`src/rtl/bp_fe_queue_rolly_pkg.sv`:
```
// Shared types and depth constant for the FE queue.
// FE and BE credit logic both size themselves from fe_queue_els_gp.
package bp_fe_queue_rolly_pkg;

   localparam int fe_queue_els_gp = 8;

   typedef struct packed {
      logic [7:0]  msg_type;
      logic [31:0] instr;
   } bp_fe_queue_s;

   // index bits plus one wrap bit
   function automatic int ptr_width(input int els);
      return $clog2(els) + 1;
   endfunction

endpackage

```
`src/rtl/bp_fe_queue_rolly_mem.sv`:
```
// 1r1w storage for the FE queue, asynchronous read.
// Contents are intentionally not reset.
module bp_fe_queue_rolly_mem #(
   parameter int width_p = 8,
   parameter int els_p   = 8,
   parameter int addr_w_p = $clog2(els_p)
) (
   input  logic                clk_i,
   input  logic                w_v_i,
   input  logic [addr_w_p-1:0] w_addr_i,
   input  logic [width_p-1:0]  w_data_i,
   input  logic [addr_w_p-1:0] r_addr_i,
   output logic [width_p-1:0]  r_data_o
);

   logic [width_p-1:0] mem [els_p];

   // write port, no reset on storage
   always_ff @(posedge clk_i) begin
      if (w_v_i)
         mem[w_addr_i] <= w_data_i;
   end

   assign r_data_o = mem[r_addr_i];

endmodule

```
`src/rtl/bp_fe_queue_rolly.sv`:
```
// Replayable FE queue: write, speculative read and commit pointers.
// Optional checks enabled by defining BP_FE_QUEUE_ASSERT_EN.
module bp_fe_queue_rolly
   import bp_fe_queue_rolly_pkg::*;
#(
   parameter int width_p = $bits(bp_fe_queue_s),
   parameter int els_p   = fe_queue_els_gp
) (
   input  logic               clk_i,
   input  logic               reset_n_i,
   input  logic [width_p-1:0] fe_queue_i,
   input  logic               fe_queue_v_i,
   output logic               fe_queue_ready_o,
   output logic [width_p-1:0] fe_queue_o,
   output logic               fe_queue_v_o,
   input  logic               fe_queue_yumi_i,
   input  logic               fe_queue_deq_i,
   input  logic               fe_queue_roll_i,
   input  logic               fe_queue_clr_i,
   output logic               empty_o
);

   localparam int ptr_width_lp = ptr_width(els_p);
   localparam int idx_w_lp     = ptr_width_lp - 1;

   typedef logic [ptr_width_lp-1:0] ptr_t;

   ptr_t wptr_r, rptr_r, cptr_r;
   ptr_t wptr_n, rptr_n, cptr_n;
   logic full;
   logic enq;

   assign full = (wptr_r[idx_w_lp-1:0] == cptr_r[idx_w_lp-1:0])
               & (wptr_r[idx_w_lp] != cptr_r[idx_w_lp]);

   assign fe_queue_ready_o = ~full;
   assign fe_queue_v_o     = (rptr_r != wptr_r);
   assign empty_o          = (wptr_r == cptr_r);
   assign enq = fe_queue_v_i & ~full & ~fe_queue_clr_i;

   // pointer next-state: roll beats yumi, clr snaps wptr to new rptr
   always_comb begin
      cptr_n = cptr_r + ptr_t'(fe_queue_deq_i);
      rptr_n = rptr_r + ptr_t'(fe_queue_yumi_i);
      if (fe_queue_roll_i)
         rptr_n = cptr_n;
      wptr_n = wptr_r + ptr_t'(enq);
      if (fe_queue_clr_i)
         wptr_n = rptr_n;
   end

   // pointer registers
   always_ff @(posedge clk_i or negedge reset_n_i) begin
      if (!reset_n_i) begin
         wptr_r <= '0;
         rptr_r <= '0;
         cptr_r <= '0;
      end else begin
         wptr_r <= wptr_n;
         rptr_r <= rptr_n;
         cptr_r <= cptr_n;
      end
   end

   bp_fe_queue_rolly_mem #(
      .width_p (width_p),
      .els_p   (els_p),
      .addr_w_p(idx_w_lp)
   ) mem (
      .clk_i   (clk_i),
      .w_v_i   (enq),
      .w_addr_i(wptr_r[idx_w_lp-1:0]),
      .w_data_i(fe_queue_i),
      .r_addr_i(rptr_r[idx_w_lp-1:0]),
      .r_data_o(fe_queue_o)
   );

`ifdef BP_FE_QUEUE_ASSERT_EN
   logic               prev_v;
   logic               prev_ready;
   logic [width_p-1:0] prev_data;
   ptr_t               occ;

   assign occ = wptr_r - cptr_r;

   // remember last cycle's handshake for the hold check
   always_ff @(posedge clk_i or negedge reset_n_i) begin
      if (!reset_n_i) begin
         prev_v     <= 1'b0;
         prev_ready <= 1'b1;
         prev_data  <= '0;
      end else begin
         prev_v     <= fe_queue_v_i;
         prev_ready <= fe_queue_ready_o;
         prev_data  <= fe_queue_i;
      end
   end

   // protocol checks on BE and FE behaviour
   always @(posedge clk_i) begin
      if (reset_n_i) begin
         if (fe_queue_yumi_i & ~fe_queue_v_o)
            $error("yumi with no unread entry");
         if (fe_queue_deq_i & (cptr_r == rptr_r))
            $error("deq of unread entry");
         if (prev_v & fe_queue_v_i & ~prev_ready
             & (fe_queue_i != prev_data))
            $error("fe_queue_i changed while stalled");
         if (occ > ptr_t'(els_p))
            $error("occupancy exceeds depth");
      end
   end
`else
   // checks compiled out; datapath is identical
`endif

endmodule

```
`config.mk`:
```
export PLATFORM = sky130hd
export DESIGN_NAME = bp_fe_queue_rolly
export DESIGN_NICKNAME = d
export VERILOG_FILES = /design/src/rtl/bp_fe_queue_rolly_pkg.sv /design/src/rtl/bp_fe_queue_rolly_mem.sv /design/src/rtl/bp_fe_queue_rolly.sv
export SDC_FILE = /design/constraint.sdc
export NUM_CORES = 1
export LEC_CHECK = 0
export BUFFER_PORTS_ARGS = -buffer_cell sky130_fd_sc_hd__buf_2
export CAP_MARGIN = 10
export CORE_MARGIN = 3
export CORE_UTILIZATION = 44
export CTS_CLUSTER_SIZE = 28
export DETAILED_ROUTE_END_ITERATION = 8
export GPL_ROUTABILITY_DRIVEN = 0
export MAX_ROUTING_LAYER = met4
export PLACE_DENSITY = 0.69
export SLEW_MARGIN = 15
export SYNTH_ARGS = -nofsm -noshare
export SYNTH_HDL_FRONTEND = slang
export SYNTH_SLANG_ARGS = --single-unit
```
`constraint.sdc`:
```
create_clock -name clk_i -period 6.5 [get_ports clk_i]
set_clock_uncertainty 0.15 [all_clocks]
set_input_delay 0.975 -clock clk_i [delete_from_list [all_inputs] [get_ports clk_i]]
set_output_delay 0.975 -clock clk_i [all_outputs]
set_load 0.1 [all_outputs]
```
==> results.cfg <==
[clocking]
numCtsBuffers = 31
clk_pin_slew_worst_paths_ns = 0.06
cts_setup_buffers = 0
cts_resized = 0
holdBufCountCts = 0
htree_levels = 1
clk_latency_ns = 0.55
cts.sinks = 332
clockBufferDepth = 3
cts-root-buf = clkbuf_16
cts_tree = done

[worst_setup_path]
cpPeakStageDelay_ns = 1.06
cp.arrival_ns = 3.39
cp.required_ns = 5.37
r2r-start = wptr_r[2]
rrSetupSlack_ns = 3.57
r2r-end = mem.mem[7][11]
worstSetupEndpointType = output pin
r2r_cells = 4
crit_type = reg -> out
cp_cell_sequence = buf_4, mux4_1, mux2_2, buf_2
cp_max_fo = 57
cpMaxStageDelayCell = dfrtp_4
worstSetupStartpointType = register

[detailed_routing]
vias = 5694
drc = 0
firstDrtPassIters = 5
drtAntennaViolNets = 0
drtIter0Drc = 477
drt-total-wl_um = 24400
wl_per_cell_um = 23.2
viasPerCell = 5.40

[sta]
setup_tns_ns = 0
tightest_slew_ns = 1.11
period_minus_slack_ns = 4.51
fmax_ghz = 0.222
period_share_pct = 69.4
slew_violations = 0
finalHoldViolCount = 0
setup_viol = 0
rsz0062_at_grt = false
slew_headroom_pct = 26.1

[logic_synthesis]
synth_top_area_share_pct = 73.5
synth.largest_area_cell = edfxtp_1
seq_area_frac_synth_pct = 75.8
synthTopCellsByArea = edfxtp_1, mux4_1, mux2_2
yosys_warnings = 0
synth_seq_cells = 332
syn_area_um2 = 13100
synth_nets = 586
postSynthAreaPerCell_um2 = 24.5
postSynthCellCount = 533
ys_types = 28

[global_routing]
antenna_found_initial = 5
grt_pass1_vias = 6029
grt_overflow_total = 0
grt_pass1_wl_um = 36400
gr-usage-all-layers_pct = 15.8
grt_start_max_net_pins = 84

[run]
cap_viol_max_count = 0

[floorplanning]
die_area_um2 = 31800
std_cell_rows = 62
io_pins = 90
initial_utilization_pct = 45.1
coreArea_um2 = 29000
die_w_um = 178
die_y_um = 178

[min_path]
hp-class = in -> async

[final_layout]
drive_gt1_share_pct = 31.4
syn_to_final_growth_pct = 14.9
final_common_cell = edfxtp_1
fin_nets = 694
utilization_pct = 51.8
mostFrequentLayoutCells = edfxtp_1, buf_2, mux4_1, mux2_2, clkbuf_16

[placed_design]
port-buffer-count = 89
hpwl_um = 13500

[outcome]
status = finished clean
-- stage by stage --
stage,instance area [um^2],hold WS (ns),setup slack (ns),std cells
after CTS,15000,0.128,1.90,1049
after floorplan,13100,0.341,0.517,533
after global routing,15000,0.144,1.83,1054
after detailed placement,14000,0.396,2.50,992
after global placement,14000,0.379,2.54,992
final,15000,0.140,1.99,1054
-- area by class of cell --
cell class              instances  area [um^2]
repair buffers                101          536
multi-input cells             173         3050
inverters                       2         7.51
diodes                          5         12.5
fillers                      2254        14000
well taps                     384          480
clock inverters                22          234
clock buffers                  35          791
flip-flops and latches        332         9920
-- cell families after synthesis --
family                     after synthesis  synth area share (%)
adders and majority gates                6                 0.574
muxes                                  128                  20.2
buffers and inverters                   28                  1.35
AOI/OAI and AO/OA                        3                 0.172
DFF                                    332                  75.8
and+or+nand+nor                         23                  1.13
xor gates and xnor gates                13                 0.870
-- cells in the mapped netlist --
| library cell | instances |
|---|---|
| or3b_2 | 1 |
| buf_6 | 9 |
| dfrtp_1 | 12 |
| nor4b_2 | 1 |
| edfxtp_1 | 320 |
| nand4_1 | 2 |
| mux2i_1 | 2 |
| a21oi_1 | 1 |
| nand3_1 | 3 |
| or2_2 | 1 |
| inv_1 | 2 |
| nor4_1 | 5 |
| buf_2 | 3 |
| mux2_2 | 46 |
| xor2_1 | 9 |
| mux4_1 | 79 |
| a31o_2 | 1 |
| buf_1 | 5 |
| nor3b_1 | 1 |
| xnor2_1 | 4 |
| ha_1 | 6 |
| nand3b_1 | 2 |
| nand2b_1 | 2 |
| clkbuf_1 | 9 |
| mux4_2 | 1 |
| nor3_1 | 4 |
| nand2_1 | 1 |
| a311oi_1 | 1 |
-- routing by layer --
layer  vias to the layer above  wire length (um)  track usage (%)
met2                       161             12200             25.4
met3                        38              1450             2.68
li1                       2563                 -                -
met5                         -                 0                -
met1                      2932             10400             21.3
met4                         0               410             3.96
-- worst max-delay path: cells and delay by family, from the launching register on --
family                 cells  cell delay, ns
buffers and inverters      2            0.83
multiplexers               2            0.91
flip-flops                 1            1.06
-- worst max-delay path by stage --
stage                              start       endpoint  slack [ns]
after floorplan           fe_queue_clr_i  mem.mem[0][0]        0.52
after global placement         rptr_r[0]  fe_queue_o[8]        2.54
after detailed placement       rptr_r[0]  fe_queue_o[8]        2.50
after CTS                      rptr_r[0]  fe_queue_o[8]        1.90
after global routing           rptr_r[0]  fe_queue_o[8]        1.83
final                          rptr_r[0]  fe_queue_o[9]        1.99
-- flip-flops by register name, summed over array words and instances, names as in the netlist --
| register | cells |
|---|---|
| cptr_r | 4 |
| mem.mem | 320 |
| rptr_r | 4 |
| wptr_r | 4 |
Power is not shown: default switching activity piles up to over one toggle a cycle in this logic, so the estimate is an artifact.
